File: config.mk
export PLATFORM = sky130hd
export DESIGN_NAME = score_counter_ctrl
export DESIGN_NICKNAME = d
export VERILOG_FILES = /design/src/rtl/score_counter_ctrl.sv
export SDC_FILE = /design/constraint.sdc
export NUM_CORES = 1
export LEC_CHECK = 0
export CAP_MARGIN = 10
export CORE_ASPECT_RATIO = 0.8
export CORE_UTILIZATION = 38
export DETAILED_ROUTE_END_ITERATION = 8
export PLACE_DENSITY = 0.65
export SYNTH_ARGS = -nofsm -noshare
export SYNTH_HDL_FRONTEND = slang
export SYNTH_SLANG_ARGS = --single-unit
File: constraint.sdc
create_clock -name clk -period 2.4 [get_ports clk]
set_input_delay 0.48 -clock clk [delete_from_list [all_inputs] [get_ports clk]]
set_output_delay 0.48 -clock clk [all_outputs]
set_load 0.02 [all_outputs]
File: src/rtl/score_counter_ctrl.sv
// Debounced key-driven up/down counter saturating at 0..MAX_COUNT, feeding a two-digit display decoder.
// Optional auto-increment timer and its auto_en port are enabled by defining AUTO_INC_EN.
//
//   state | meaning
//   ZERO  | count == 0
//   MID   | 0 < count < MAX_COUNT
//   FULL  | count == MAX_COUNT
module score_counter_ctrl #(
    parameter int DEBOUNCE_CYCLES = 500000,
    parameter int MAX_COUNT       = 10,
    parameter int TICK_CYCLES     = 50000000
) (
    input  logic       clk,
    input  logic       rst,
    input  logic       btn_inc_n,
    input  logic       btn_dec_n,
    input  logic       btn_clr_n,
`ifdef AUTO_INC_EN
    input  logic       auto_en,
`endif
    output logic [3:0] count,
    output logic       at_zero,
    output logic       at_max,
    output logic       changed
);

    typedef enum logic [1:0] {
        ST_ZERO = 2'd0,
        ST_MID  = 2'd1,
        ST_FULL = 2'd2
    } state_t;

    localparam int             DW      = (DEBOUNCE_CYCLES > 1) ? $clog2(DEBOUNCE_CYCLES) : 1;
    localparam logic [DW-1:0]  DB_LAST = DW'(DEBOUNCE_CYCLES - 1);
    localparam logic [3:0]     MAX_V   = 4'(MAX_COUNT);

    // key index: 0 = inc, 1 = dec, 2 = clr
    logic [2:0]    raw_n;
    logic [2:0]    s1_q;
    logic [2:0]    s2_q;
    logic [2:0]    stable_q;
    logic [2:0]    stable_dly_q;
    logic [2:0]    press_q;
    logic [DW-1:0] db_cnt_q [3];

    assign raw_n = {btn_clr_n, btn_dec_n, btn_inc_n};

    always_ff @(posedge clk) begin
        if (rst) begin
            s1_q         <= '1;
            s2_q         <= '1;
            stable_q     <= '1;
            stable_dly_q <= '1;
            press_q      <= '0;
            for (int k = 0; k < 3; k++) begin
                db_cnt_q[k] <= '0;
            end
        end else begin
            s1_q         <= raw_n;
            s2_q         <= s1_q;
            stable_dly_q <= stable_q;
            // registered falling edge of the debounced level; releases produce nothing
            press_q      <= stable_dly_q & ~stable_q;
            for (int k = 0; k < 3; k++) begin
                if (s2_q[k] == stable_q[k]) begin
                    db_cnt_q[k] <= '0;
                end else if (db_cnt_q[k] == DB_LAST) begin
                    stable_q[k] <= s2_q[k];
                    db_cnt_q[k] <= '0;
                end else begin
                    db_cnt_q[k] <= db_cnt_q[k] + 1'b1;
                end
            end
        end
    end

    logic       inc_ev;
    logic       dec_ev;
    logic       clr_ev;
    logic       tick;
    state_t     state_q;
    state_t     state_d;
    logic [3:0] count_q;
    logic [3:0] count_d;
    logic       at_zero_q;
    logic       at_max_q;
    logic       changed_q;
    logic       up;
    logic       dn;

    assign inc_ev = press_q[0];
    assign dec_ev = press_q[1];
    assign clr_ev = press_q[2];

`ifdef AUTO_INC_EN
    localparam int            TW          = (TICK_CYCLES > 1) ? $clog2(TICK_CYCLES) : 1;
    localparam logic [TW-1:0] TICK_RELOAD = TW'(TICK_CYCLES - 1);

    logic [TW-1:0] tick_q;
    logic [TW-1:0] tick_d;
    logic          manual_ev;

    assign manual_ev = |press_q;

    // a manual event in the same cycle wins; the coincident tick is simply dropped
    always_comb begin
        tick   = 1'b0;
        tick_d = tick_q;
        if (!auto_en || manual_ev || state_q == ST_FULL) begin
            tick_d = TICK_RELOAD;
        end else if (tick_q == '0) begin
            tick   = 1'b1;
            tick_d = TICK_RELOAD;
        end else begin
            tick_d = tick_q - 1'b1;
        end
    end

    always_ff @(posedge clk) begin
        if (rst) begin
            tick_q <= TICK_RELOAD;
        end else begin
            tick_q <= tick_d;
        end
    end
`else
    assign tick = 1'b0;
`endif

    assign up = inc_ev | tick;
    assign dn = dec_ev;

    always_comb begin
        state_d = state_q;
        count_d = count_q;
        if (clr_ev) begin
            state_d = ST_ZERO;
            count_d = 4'd0;
        end else if (up && !dn) begin
            case (state_q)
                ST_ZERO: begin
                    count_d = 4'd1;
                    state_d = (MAX_V == 4'd1) ? ST_FULL : ST_MID;
                end
                ST_MID: begin
                    count_d = count_q + 4'd1;
                    state_d = (count_q == MAX_V - 4'd1) ? ST_FULL : ST_MID;
                end
                ST_FULL: begin
                    count_d = count_q;
                end
                default: begin
                    state_d = ST_ZERO;
                    count_d = 4'd0;
                end
            endcase
        end else if (dn && !up) begin
            case (state_q)
                ST_ZERO: begin
                    count_d = count_q;
                end
                ST_MID: begin
                    count_d = count_q - 4'd1;
                    state_d = (count_q == 4'd1) ? ST_ZERO : ST_MID;
                end
                ST_FULL: begin
                    count_d = count_q - 4'd1;
                    state_d = (MAX_V == 4'd1) ? ST_ZERO : ST_MID;
                end
                default: begin
                    state_d = ST_ZERO;
                    count_d = 4'd0;
                end
            endcase
        end
    end

    always_ff @(posedge clk) begin
        if (rst) begin
            state_q   <= ST_ZERO;
            count_q   <= 4'd0;
            at_zero_q <= 1'b1;
            at_max_q  <= 1'b0;
            changed_q <= 1'b0;
        end else begin
            state_q   <= state_d;
            count_q   <= count_d;
            at_zero_q <= (count_d == 4'd0);
            at_max_q  <= (count_d == MAX_V);
            changed_q <= (count_d != count_q);
        end
    end

    assign count   = count_q;
    assign at_zero = at_zero_q;
    assign at_max  = at_max_q;
    assign changed = changed_q;

endmodule

[Word level (Yosys, flattened, before mapping)]
Memory sizes are Yosys's and may differ from the RTL's.
Cells that the tools add are included.
Word-level totals
  bits in registers: 24
  output and inout port bits: 7
  memory bits (writable): 57
  input bits: 5
  memories: 1
Cells by class
  equal/unequal tests: 14
  mux-type cells: 55
  bitwise operators: 14
  add/subtract/negate cells: 5
  reductions and logical operators: 13
Memory list
  db_cnt_q: words 3, width 19, rd ports 3, clocked after Yosys merged registers in 0, wr ports 3, RTL line 44  | logic [DW-1:0] db_cnt_q [3];
Operators by type and width (count)
  two-way mux 19 bit: 9
  adder 19 x 1 -> 19 bit, second input constant: 3
  == test 19 bit, second input constant: 3
  two-way mux 1 bit: 36
  two-way mux 4 bit: 3
  case mux 2 bit (3 select lines): 2
  case mux 4 bit (3 select lines): 1
  OR 1 bit: 9
  == test 4 bit, second input constant: 2
  case mux 4 bit (2 select lines): 1
  two-way mux 2 bit: 3
  AND reduction 2 bit: 3
  adder 4 x 1 -> 4 bit, second input constant: 1
  == test 4 x 1 -> 1 bit, second input constant: 1
  zero test 4 bit: 1
  != test 2 bit, second input constant: 2
  != test 4 bit: 1
  OR reduction 2 bit: 2
  subtractor 4 x 1 -> 4 bit, second input constant: 1
  AND 3 bit: 1
  == test 1 bit: 3
  NOT 1 bit: 3
  NOT 3 bit: 1
  AND reduction 3 bit: 1
  6 further kinds: 8

[Logic depth before layout (Yosys ltp)]
Gate-level depths: netlist of the first run.
An unclocked memory read counts as a cell.
  depth after elaboration: 8
  gate-level depth with buffers: 8
  mapped depth without buffers: 8

[Worst setup path after synthesis of the first run]
Ideal clock, no wire load.
  path type: reg2reg
  from: reg state_q[0]
  to: reg at_zero_q (netlist: at_zero)
  buffers on the path: 0
  cell stages (with the launch flop): 9
  data arrival time: 1.884 ns
  setup time: 0.116 ns
  data required time: 2.284 ns
  path slack: 0.400 ns
  path through: dfxtp_1 > inv_1 > ha_1 > nand2_1 > nor4_2 > a211oi_1 > o31a_1 > or3_4 > a31o_1
Between the ends
  longest elaborated chain between the ends: 7
Ends and longest elaborated chain
  start: declaration: RTL line 81  | state_t state_q;
  start signal: assignment: RTL line 186  | state_q <= state_d;
  == test 2 bit or == test 2 x 1 -> 1 bit (tied branches): RTL line 140, 158
  OR reduction 2 bit (no source line)
  case mux 4 bit (2 select lines): RTL line 158  | case (state_q)
  two-way mux 4 bit: RTL line 157  | end else if (dn && !up) begin
  two-way mux 4 bit (*): RTL line 139  | end else if (up && !dn) begin
  two-way mux 4 bit (*): RTL line 136  | if (clr_ev) begin
  zero test 4 bit (*): RTL line 188  | at_zero_q <= (count_d == 4'd0);
  end signal: assignment: RTL line 188
  end: declaration: RTL line 85  | logic at_zero_q;
Every way passes the cells marked *; elsewhere a longest branch is shown, timed or not.
A chain may end at the register's enable or synchronous reset.

[Worst setup path in the final report of the first run]
Same ends and word-level chain as after synthesis.

==> impl_metrics.py, run 1 <==
metrics = {
    "worst_setup_path": {
        "worstPathArrival_ns": 2.44,
        "cp-end-kind": "register",
        "cp_cell_sequence": "inv_1 -> ha_2 -> nand2_1 -> nor4_2 -> a211oi_1 -> o31a_1 -> or3_4 -> a31o_1",
        "cp_num_buf_inv": 1,
        "crit_fanout": 6,
        "crit_family": "simple AND/OR/NAND/NOR gates",
        "r2r_cells": 8,
        "worst-setup-path-type": "register to register",
        "critical_path_required_ns": 2.63,
        "r2r-end": "at_zero$_SDFF_PP1_",
        "r2r_start": "state_q[0]$_SDFFE_PP0P_",
        "cp_slowest_cell": "dfxtp_1",
        "worstSetupStartpointType": "register",
        "cp_slowest_stage_delay_ns": 0.42,
        "reg2reg_slack_ns": 0.19,
    },
    "layout": {
        "layout.nets": 521,
        "nFillCells": 986,
        "layout-drive-gt1-share": 0.07662,
        "areaGrowthSynthToFinish_pct": 18.22,
        "diodes": 0,
        "final_cells": 653,
    },
    "global_routing": {
        "grt_start_max_net_pins": 20,
        "overflow": 0,
        "grt_pass1_wl_mm": 13.29,
        "grtUsageTotal": 0.1398,
        "antenna_found_initial": 0,
        "grt_pass1_vias": 2962,
    },
    "drt": {
        "drc": 0,
        "antenna_left": 0,
        "drt-met1-wl_mm": 3.751,
        "dr.max_layer_used": "met4",
        "firstDrtPassIters": 5,
        "initialDrtViolationCount": 185,
        "vias": 3050,
        "wl_per_cell_um": 11.28,
        "vias_per_cell": 4.671,
        "totalWireLength_mm": 7.365,
        "dr_wl_met2_mm": 3.273,
        "met3_length_um": 258,
    },
    "floorplanning": {
        "core-area_um2": 10930,
        "fp.dieW_um": 121.0,
        "initial_utilization": 0.3939,
        "pin_count": 12,
        "fp.dieArea_um2": 11770,
        "die_h_um": 97.22,
        "rows": 34,
    },
    "synthesis": {
        "synth_top_area_cell": "edfxtp_1",
        "ys_seq_area_frac": 0.5090,
        "netlist.area_leader.share": 0.3974,
        "synth_area_um2": 4307,
        "synth_area_leaders": "edfxtp_1, dfxtp_1, nor2_1, xor2_1, xnor2_1",
        "async_flop_share": 0,
        "ys_warn_count": 0,
        "synth_edf_count": 57,
        "syn_area_per_cell_um2": 9.992,
        "synthCells": 431,
        "yosysMostFrequentCell": "nor2_1",
        "synthFlopType": "edfxtp_1",
        "synth_seq_cells": 81,
        "synthDistinctLibCells": 53,
        "netlist_top_cells_count": "nor2_1, edfxtp_1, nand2_1, xor2_1",
    },
    "power_and_ir_drop": {
        "power_density_nw_per_um2": 621.1,
        "power.internal_mw": 2.498,
        "ir_drop_v": 0.0003501,
        "seqPwrFrac": 0.509,
        "power.leakage_nw": 1.818,
        "switching_share": 0.2101,
        "switchingPower_mw": 0.6645,
        "pwr-share-comb": 0.057,
        "pwr-share-clk": 0.434,
        "power_mw": 3.162,
    },
    "timing": {
        "period_needed_ns": 2.213,
        "rsz0062_at_grt": "no",
        "finalHoldViolations": 0,
        "worstMarginPinSlew_ns": 0.6183,
        "fin_tns_setup_ns": 0,
        "slew_headroom": 0.5878,
        "drv_slew": 0,
        "setup_ws_ns": 0.1867,
        "setup_viol": 0,
        "fin_crit_sh": 0.9222,
        "fin_worst_skew_ns": 0.007266,
        "clock.fmax_mhz": 451.8,
    },
    "clock_network": {
        "cts_hold_buf": 0,
        "clkSinkCount": 81,
        "cts-root-buf": "clkbuf_16",
        "cts_tree": "built",
        "h-tree-depth": 3,
        "clk_pin_slew_ns": 0.06,
        "numCtsBuffers": 9,
        "clk_path_buf_depth": 2,
        "worstSkewPairLatency_ns": 0.33,
    },
    "placed_design": {
        "io_buffers": 11,
        "hpwl_mm": 5.285,
        "routabilityCongestion": 0.8435,
        "dp.cells": 637,
        "post-place-ws_ns": 0.2130,
    },
    "worst_hold_path": {
        "min_from": "stable_dly_q[0]$_SDFF_PP1_",
        "min_path_cells": 2,
        "hold_path.class": "register to register",
        "hold-path-endpoint": "press_q[0]$_SDFF_PP0_",
    },
    "job": {
        "max-cap-violations": 0,
    },
    "outcome": {
        "status": "completed",
    },
}
-- kinds of logic after synthesis --
family                   count (synthesis)  synth area share
other                                    1         0.0008708
buffers and inverters                   33           0.03661
flip-flops                              81            0.5090
AND/OR/NAND/NOR                        215            0.2461
XOR/XNOR                                55            0.1119
multiplexers                             4           0.01220
adder cells (fa/ha/maj)                 12           0.03486
AO/OA/AOI/OAI                           30           0.04852
-- power groups by stage --
stage | combinational, mW | clock (mW) | sequential (mW)
after floorplan | 0.127 | 0 | 1.63
after global placement | 0.177 | 0 | 1.63
after detailed placement | 0.178 | 0 | 1.64
after CTS | 0.179 | 1.41 | 1.61
after global routing | 0.205 | 1.46 | 1.62
final | 0.181 | 1.37 | 1.61
-- sequential cells by signal, summed over array words and instances (netlist names) --
register      flops
state_q           2
at_max            1
stable_dly_q      3
db_cnt_q         57
changed           1
stable_q          3
s2_q              3
s1_q              3
at_zero           1
count             4
press_q           3
-- worst max path at each step --
| stage | startpoint | endpoint | slack [ns] | cells after the start |
|---|---|---|---|---|
| final | state_q[0]$_SDFFE_PP0P_ | at_zero$_SDFF_PP1_ | 0.19 | 8 |
| after global routing | state_q[0]$_SDFFE_PP0P_ | changed$_SDFF_PP0_ | 0.02 | 8 |
| after CTS | state_q[0]$_SDFFE_PP0P_ | at_zero$_SDFF_PP1_ | 0.17 | 8 |
| after detailed placement | state_q[0]$_SDFFE_PP0P_ | at_zero$_SDFF_PP1_ | 0.21 | 8 |
| after global placement | state_q[0]$_SDFFE_PP0P_ | at_zero$_SDFF_PP1_ | 0.29 | 8 |
| after floorplan | state_q[0]$_SDFFE_PP0P_ | at_zero$_SDFF_PP1_ | 0.40 | 8 |
-- worst min-delay path, delay by kind of cell, from the launching register on --
kind / cells / cell delay [ns]
flops: 1 / 0.29
buf+inv: 1 / 0.04
simple gates: 1 / 0.03
-- placed cells by master, fill, tap and decap left out, drive strengths merged, types with 2 or more instances in the layout --
cell type      count
nor2              89
edfxtp            57
conb              57
nand2             36
xor2              31
xnor2             24
dfxtp             24
nand3             23
inv               21
clkbuf            15
ha                12
clkdlybuf4s50     11
or2               10
nor3               9
nand4              8
nor4b              8
a21oi              7
buf                7
nor2b              6
and3               6
or3                6
nor4               5
o21ai              4
mux2i              3
a211o              3
a31oi              2
o31a               2
and4               2
a211oi             2
or4                2
nand2b             2
-- per-layer routing --
layer	GRT usage	up-vias
met5	0	-
met4	0.04938	0
met3	0.04108	7
met2	0.2127	45
met1	0.1881	1421
li1	-	1577
-- metrics by stage --
| stage | utilization | hold slack (ns) | area [µm²] |
|---|---|---|---|
| after floorplan | - | 0.3895 | 4517 |
| after global placement | 0.4373 | 0.3924 | 4781 |
| after detailed placement | 0.4373 | 0.3986 | 4781 |
| after CTS | 0.4653 | 0.4070 | 5087 |
| after global routing | 0.4657 | 0.4225 | 5091 |
| final | 0.4657 | 0.4056 | 5091 |
-- area by class of cell --
type | count | area [µm²] | area share
Sequential cell | 81 | 2193 | 0.4308
Clock buffer | 15 | 301.5 | 0.05923
Inverter | 21 | 78.83 | 0.01548
Clock inverter | 1 | 5.005 | 0.0009830
Tap cell | 144 | 180.2 | 0.03539
Timing Repair Buffer | 18 | 162.7 | 0.03195
Multi-Input combinational cell | 373 | 2170 | 0.4261
-- repair_timing --
item | CTS | global route
setup buffers | 0 | 0
resized for setup | 0 | 2
endpoints found under the setup margin | 0 | 3
Power figures use the tool's default switching activity.
==> run 2: changes to the inputs <==
--- a/config.mk
+++ b/config.mk
@@ -5,11 +5,14 @@
 export SDC_FILE = /design/constraint.sdc
 export NUM_CORES = 1
 export LEC_CHECK = 0
+export ABC_AREA = 1
 export CAP_MARGIN = 10
 export CORE_ASPECT_RATIO = 0.8
 export CORE_UTILIZATION = 38
+export CTS_CLUSTER_DIAMETER = 50
 export DETAILED_ROUTE_END_ITERATION = 8
-export PLACE_DENSITY = 0.65
+export GPL_TIMING_DRIVEN = 0
+export PLACE_DENSITY = 0.64
 export SYNTH_ARGS = -nofsm -noshare
 export SYNTH_HDL_FRONTEND = slang
 export SYNTH_SLANG_ARGS = --single-unit
==> run 2 against run 1 <==
Compared with the run above: clock skew fell by 0.0019 ns; final cell count rose by 22%; maximum frequency rose by 8.5%; first-iteration DRC count fell by 28%; highest routed layer unchanged; global-route usage rose by 1.8 points.
==> impl_metrics.py, run 2 <==
metrics = {
    "outcome": {
        "status": "completed",
    },
    "synthesis": {
        "syn_area_per_cell_um2": 8.210,
        "synth-xor-area-share": 0.03204,
        "netlist.area_leader.share": 0.3683,
        "synth_area_um2": 4647,
        "synthFlopType": "edfxtp_1",
        "synthDistinctLibCells": 37,
        "async_flop_share": 0,
        "synth_compound_area_frac": 0.04308,
        "synth_seq_cells": 81,
        "synthCells": 566,
        "synthAdderAreaFrac": 0.03231,
        "synth_top_family_by_area": "simple AND/OR/NAND/NOR gates",
        "synth_edf_count": 57,
        "synth_mux_area_frac": 0,
        "yosysMostFrequentCell": "nand2_1",
        "ys_seq_area_frac": 0.4717,
        "synth-simple-area-share": 0.3454,
        "ys_warn_count": 0,
        "synth_top_area_cell": "edfxtp_1",
        "netlist_top_cells_count": "nand2_1, inv_1, nor2_1, edfxtp_1, nand3_1",
        "synth_area_leaders": "edfxtp_1, nand2_1, dfxtp_1, inv_1, nor2_1",
    },
    "drt": {
        "vias_per_cell": 4.745,
        "vias": 3782,
        "initialDrtViolationCount": 133,
        "firstDrtPassIters": 5,
        "wl_per_cell_um": 11.57,
        "antenna_left": 0,
        "totalWireLength_mm": 9.220,
        "drc": 0,
    },
    "layout": {
        "mostFrequentLayoutCells": "nand2_1, inv_1, nor2_1, edfxtp_1, conb_1",
        "diodes": 0,
        "layout.nets": 661,
        "seq_area_um2": 2192,
        "layout-drive-gt1-share": 0.09707,
        "areaGrowthSynthToFinish_pct": 17.77,
        "nFillCells": 1135,
        "mostFrequentLayoutCell": "nand2_1",
        "regMostFlops": "db_cnt_q",
        "largest_reg_flops": 57,
        "multi_input_area_um2": 2318,
    },
    "worst_setup_path": {
        "worstPathArrival_ns": 2.25,
        "cp-end-kind": "register",
        "crit_fanout": 9,
        "worst-setup-path-type": "register to register",
        "critical_path_required_ns": 2.61,
        "worstSetupStartpointType": "register",
    },
    "timing": {
        "setup_viol": 0,
        "fin_tns_setup_ns": 0,
        "drv_slew": 0,
        "rsz0062_at_grt": "no",
        "fin_worst_skew_ns": 0.005406,
        "setup_ws_ns": 0.3598,
        "fin_crit_sh": 0.8501,
        "holdWs_ns": 0.4106,
        "clock.fmax_mhz": 490.1,
        "finalHoldViolations": 0,
        "period_needed_ns": 2.040,
        "slew_headroom": 0.6485,
        "worstMarginPinSlew_ns": 0.5225,
    },
    "clock_network": {
        "cts_resized": 0,
        "post_cts_buffers": 0,
        "cts_tree": "built",
        "clk_path_buf_depth": 2,
        "h-tree-depth": 3,
        "worstSkewPairLatency_ns": 0.34,
        "clk_pin_slew_ns": 0.06,
        "cts-root-buf": "clkbuf_16",
        "cts_hold_buf": 0,
        "clkSinkCount": 81,
        "numCtsBuffers": 9,
    },
    "floorplanning": {
        "rows": 35,
        "initial_utilization": 0.3974,
        "core-area_um2": 11690,
        "pin_count": 12,
        "die_h_um": 100.9,
        "fp.dieW_um": 125.6,
        "fp.dieArea_um2": 12680,
    },
    "global_routing": {
        "grtUsageTotal": 0.1579,
        "antenna_found_initial": 0,
        "grt_pass1_wl_mm": 16.06,
        "overflow": 0,
        "grt_pass1_vias": 3583,
        "grt_start_max_net_pins": 15,
    },
    "placed_design": {
        "routabilityCongestion": 0.8519,
        "io_buffers": 11,
        "hpwl_mm": 6.671,
        "post-place-ws_ns": 0.1307,
    },
    "power_and_ir_drop": {
        "power_density_nw_per_um2": 582.0,
        "ir_drop_v": 0.0004120,
        "power.leakage_nw": 2.347,
        "power_mw": 3.185,
    },
    "job": {
        "max-cap-violations": 0,
    },
    "worst_hold_path": {
        "hold_path.class": "register to register",
    },
}
==> run 2: area by class of cell <==
type / count / area share
Clock buffer: 9 / 0.04115
Timing Repair Buffer: 11 / 0.02012
Tap cell: 148 / 0.03384
Clock inverter: 7 / 0.01738
Sequential cell: 81 / 0.4005
Buffer: 8 / 0.008459
Multi-Input combinational cell: 453 / 0.4236
Inverter: 80 / 0.05487
==> run 2: layer usage <==
metal  vias up  wire, µm  track usage
met1      1695      4425       0.2090
met3        17       520      0.03875
met2       106      4160       0.2543
li1       1964         -            -
met4         0       114      0.05159
met5         -         0            0
==> run 2: power breakdown <==
group / switching (mW) / total, mW / internal, mW
combinational: 0.0820 / 0.123 / 0.0407
sequential: 0.0445 / 1.59 / 1.54
clock: 0.569 / 1.48 / 0.909
==> run 2: path summary, 6_finish.rpt <==
check,slack (ns),end,startpoint,depth (start not counted)
worst min-delay path,0.41,s2_q[1]$_SDFF_PP1_,s1_q[1]$_SDFF_PP1_,1
worst max-delay path,0.36,changed$_SDFF_PP0_,count[0]$_SDFF_PP0_,14
worst max register to register,0.36,changed$_SDFF_PP0_,count[0]$_SDFF_PP0_,14
worst min register to register,0.41,s2_q[1]$_SDFF_PP1_,s1_q[1]$_SDFF_PP1_,1
==> run 2: stage by stage <==
stage | cell area (µm²) | util | instances
3_5_place_dp | 5152 | 0.4407 | 781
2_1_floorplan | 4857 | - | 622
6_report | 5473 | 0.4681 | 797
4_1_cts | 5473 | 0.4681 | 797
5_1_grt | 5473 | 0.4681 | 797
3_3_place_gp | 5152 | 0.4407 | 781
==> run 2: cell families after synthesis <==
family	after synthesis
AO/OA/AOI/OAI	38
XOR/XNOR	17
adder cells (fa/ha/maj)	12
buffers and inverters	88
flip-flops	81
other	1
AND/OR/NAND/NOR	329
==> run 2: critical path, cell delays in order (launching register included) <==
cell     delay (ns)
dfxtp_1        0.54
inv_1          0.20
ha_1           0.35
inv_1          0.06
nand2_1        0.04
nand2_1        0.07
nand2_1        0.05
nand2_1        0.08
nand3_1        0.11
nand2_1        0.08
nand2_1        0.05
nor2_1         0.08
nand3_1        0.07
nor2_1         0.11
nor2_1         0.05
==> run 3: changes to the inputs <==
--- a/config.mk
+++ b/config.mk
@@ -9,7 +9,6 @@
 export CAP_MARGIN = 10
 export CORE_ASPECT_RATIO = 0.8
 export CORE_UTILIZATION = 38
-export CTS_CLUSTER_DIAMETER = 50
 export DETAILED_ROUTE_END_ITERATION = 8
 export GPL_TIMING_DRIVEN = 0
 export PLACE_DENSITY = 0.64
==> constraint.sdc (replaced) <==
create_clock -name clk -period 2.4 [get_ports clk]
set_input_delay 0.48 -clock clk [delete_from_list [all_inputs] [get_ports clk]]
set_output_delay 0.48 -clock clk [all_outputs]
set_load 0.1 [all_outputs]
==> run 3 against run 2 <==
Compared with the run above: worst setup slack worse by 0.27 ns; wire length decreased by 5.2%; clock-buffer cell count rose by 3; critical path type is now register to output pin; largest cell class unchanged; maximum frequency decreased by 12%; critical path depth fell by 13; sequential power is essentially flat; clock power decreased by 6%.
==> impl_metrics.py, run 3 (same netlist as run 2, synthesis figures left out) <==
metrics = {
    "floorplanning": {
        "initial_utilization": 0.3974,
        "rows": 35,
        "pin_count": 12,
        "fp.dieW_um": 125.6,
        "fp.dieArea_um2": 12680,
        "core-area_um2": 11690,
        "die_h_um": 100.9,
    },
    "layout": {
        "final_cells": 797,
        "diodes": 0,
        "fin_util": 0.4672,
        "areaGrowthSynthToFinish_pct": 17.56,
        "layout.nets": 661,
        "mostFrequentLayoutCells": "nand2_1, inv_1, nor2_1, edfxtp_1, conb_1",
        "largest_reg_flops": 57,
        "layout-drive-gt1-share": 0.09861,
        "nFillCells": 1125,
        "regMostFlops": "db_cnt_q",
        "final_area_um2": 5463,
        "mostFrequentLayoutCell": "nand2_1",
    },
    "worst_setup_path": {
        "r2r_start": "db_cnt_q[1][6]$_SDFFCE_PN0P_",
        "worst-setup-path-type": "register to output pin",
        "worstPathArrival_ns": 1.83,
        "cp_slowest_cell": "clkdlybuf4s50_1",
        "startpoint": "count[1]$_SDFF_PP0_",
        "cp_num_buf_inv": 1,
        "crit_family": "buffers and inverters",
        "r2r_cells": 7,
        "cp_num_cells": 1,
        "cp_slowest_stage_delay_ns": 1.13,
        "reg2reg_slack_ns": 0.40,
        "cp_cell_sequence": "clkdlybuf4s50_1",
        "worstSetupEndpoint": "count[1]",
        "worstSetupStartpointType": "register",
        "r2r-end": "db_cnt_q[1][17]$_SDFFCE_PN0P_",
        "cp-end-kind": "output pin",
        "crit_fanout": 3,
        "critical_path_required_ns": 1.92,
    },
    "clock_network": {
        "cts_hold_buf": 0,
        "worstSkewPairLatency_ns": 0.34,
        "numCtsBuffers": 9,
        "cts_tree": "built",
        "clkSinkCount": 81,
        "h-tree-depth": 3,
        "clk_path_buf_depth": 2,
        "cts_resized": 1,
        "post_cts_buffers": 0,
        "clk_pin_slew_ns": 0.06,
        "cts-root-buf": "clkbuf_16",
    },
    "timing": {
        "slew_headroom": 0.3479,
        "holdWs_ns": 0.4081,
        "rsz0062_at_grt": "no",
        "setup_viol": 0,
        "clock.fmax_mhz": 433.2,
        "drv_slew": 0,
        "worstMarginPinSlew_ns": 0.9751,
        "fin_tns_setup_ns": 0,
        "setup_ws_ns": 0.09134,
        "fin_worst_skew_ns": 0.006338,
        "period_needed_ns": 2.309,
        "fin_crit_sh": 0.9619,
        "finalHoldViolations": 0,
    },
    "global_routing": {
        "overflow": 0,
        "grt_pass1_vias": 3441,
        "grtUsageTotal": 0.1496,
        "grt_pass1_wl_mm": 15.16,
        "grt_start_max_net_pins": 15,
        "antenna_found_initial": 0,
    },
    "power_and_ir_drop": {
        "ir_drop_v": 0.0003271,
        "power.leakage_nw": 2.364,
        "power_density_nw_per_um2": 566.5,
        "power_mw": 3.095,
    },
    "job": {
        "max-cap-violations": 0,
    },
    "drt": {
        "wl_per_cell_um": 10.96,
        "firstDrtPassIters": 4,
        "drc": 0,
        "initialDrtViolationCount": 232,
        "vias": 3720,
        "vias_per_cell": 4.668,
        "antenna_left": 0,
        "totalWireLength_mm": 8.738,
    },
    "placed_design": {
        "post-place-ws_ns": 0.1298,
        "routabilityCongestion": 0.8304,
        "dp.cells": 781,
        "hpwl_mm": 6.554,
        "io_buffers": 11,
        "placed_cell_area_um2": 5155,
    },
    "outcome": {
        "status": "completed",
    },
    "worst_hold_path": {
        "hold_path.class": "register to register",
    },
}
-- run 3: cell count changes in the layout (fill, tap and decap cells not counted), sizes merged --
cell	previous run	this run
dlygate4sd2	0	1
inv	80	82
clkinvlp	4	0
bufinv	2	0
clkinv	1	2
clkbuf	11	14
clkdlybuf4s50	11	10
-- run 3: layout make-up --
type / count / area [µm²] / share of cell area
plain buffers: 8 / 46.29 / 0.008475
clock buffers: 12 / 279.0 / 0.05108
clock inverters: 4 / 30.03 / 0.005497
inverters: 80 / 300.3 / 0.05497
multi-input cells: 453 / 2318 / 0.4244
flip-flops and latches: 81 / 2195 / 0.4017
well taps: 148 / 185.2 / 0.03390
repair buffers: 11 / 108.9 / 0.01993
-- run 3: layer usage --
| metal | share of wire | track usage |
|---|---|---|
| met4 | 0.011 | 0.05347 |
| met2 | 0.44 | 0.2436 |
| met3 | 0.039 | 0.03875 |
| met5 | 0 | 0 |
| met1 | 0.51 | 0.1928 |
-- run 3: how the worst min path moves through the flow --
| stage | from | endpoint | cells after the start | slack (ns) |
|---|---|---|---|---|
| finish | s1_q[2]$_SDFF_PP1_ | s2_q[2]$_SDFF_PP1_ | 1 | 0.41 |
| global placement | s1_q[0]$_SDFF_PP1_ | s2_q[0]$_SDFF_PP1_ | 1 | 0.39 |
| detailed placement | s1_q[2]$_SDFF_PP1_ | s2_q[2]$_SDFF_PP1_ | 1 | 0.39 |
| CTS | s1_q[2]$_SDFF_PP1_ | s2_q[2]$_SDFF_PP1_ | 1 | 0.41 |
| global route | s1_q[2]$_SDFF_PP1_ | s2_q[2]$_SDFF_PP1_ | 1 | 0.43 |
| floorplan | s1_q[0]$_SDFF_PP1_ | s2_q[0]$_SDFF_PP1_ | 1 | 0.39 |
-- run 3: where the power goes --
part | total, mW | leakage, nW | internal, mW | switching [mW]
registers | 1.58 | 0.784 | 1.54 | 0.0430
clock network | 1.39 | 0.154 | 0.832 | 0.558
logic | 0.121 | 1.43 | 0.0408 | 0.0802
total | 3.09 | 2.36 | 2.41 | 0.681
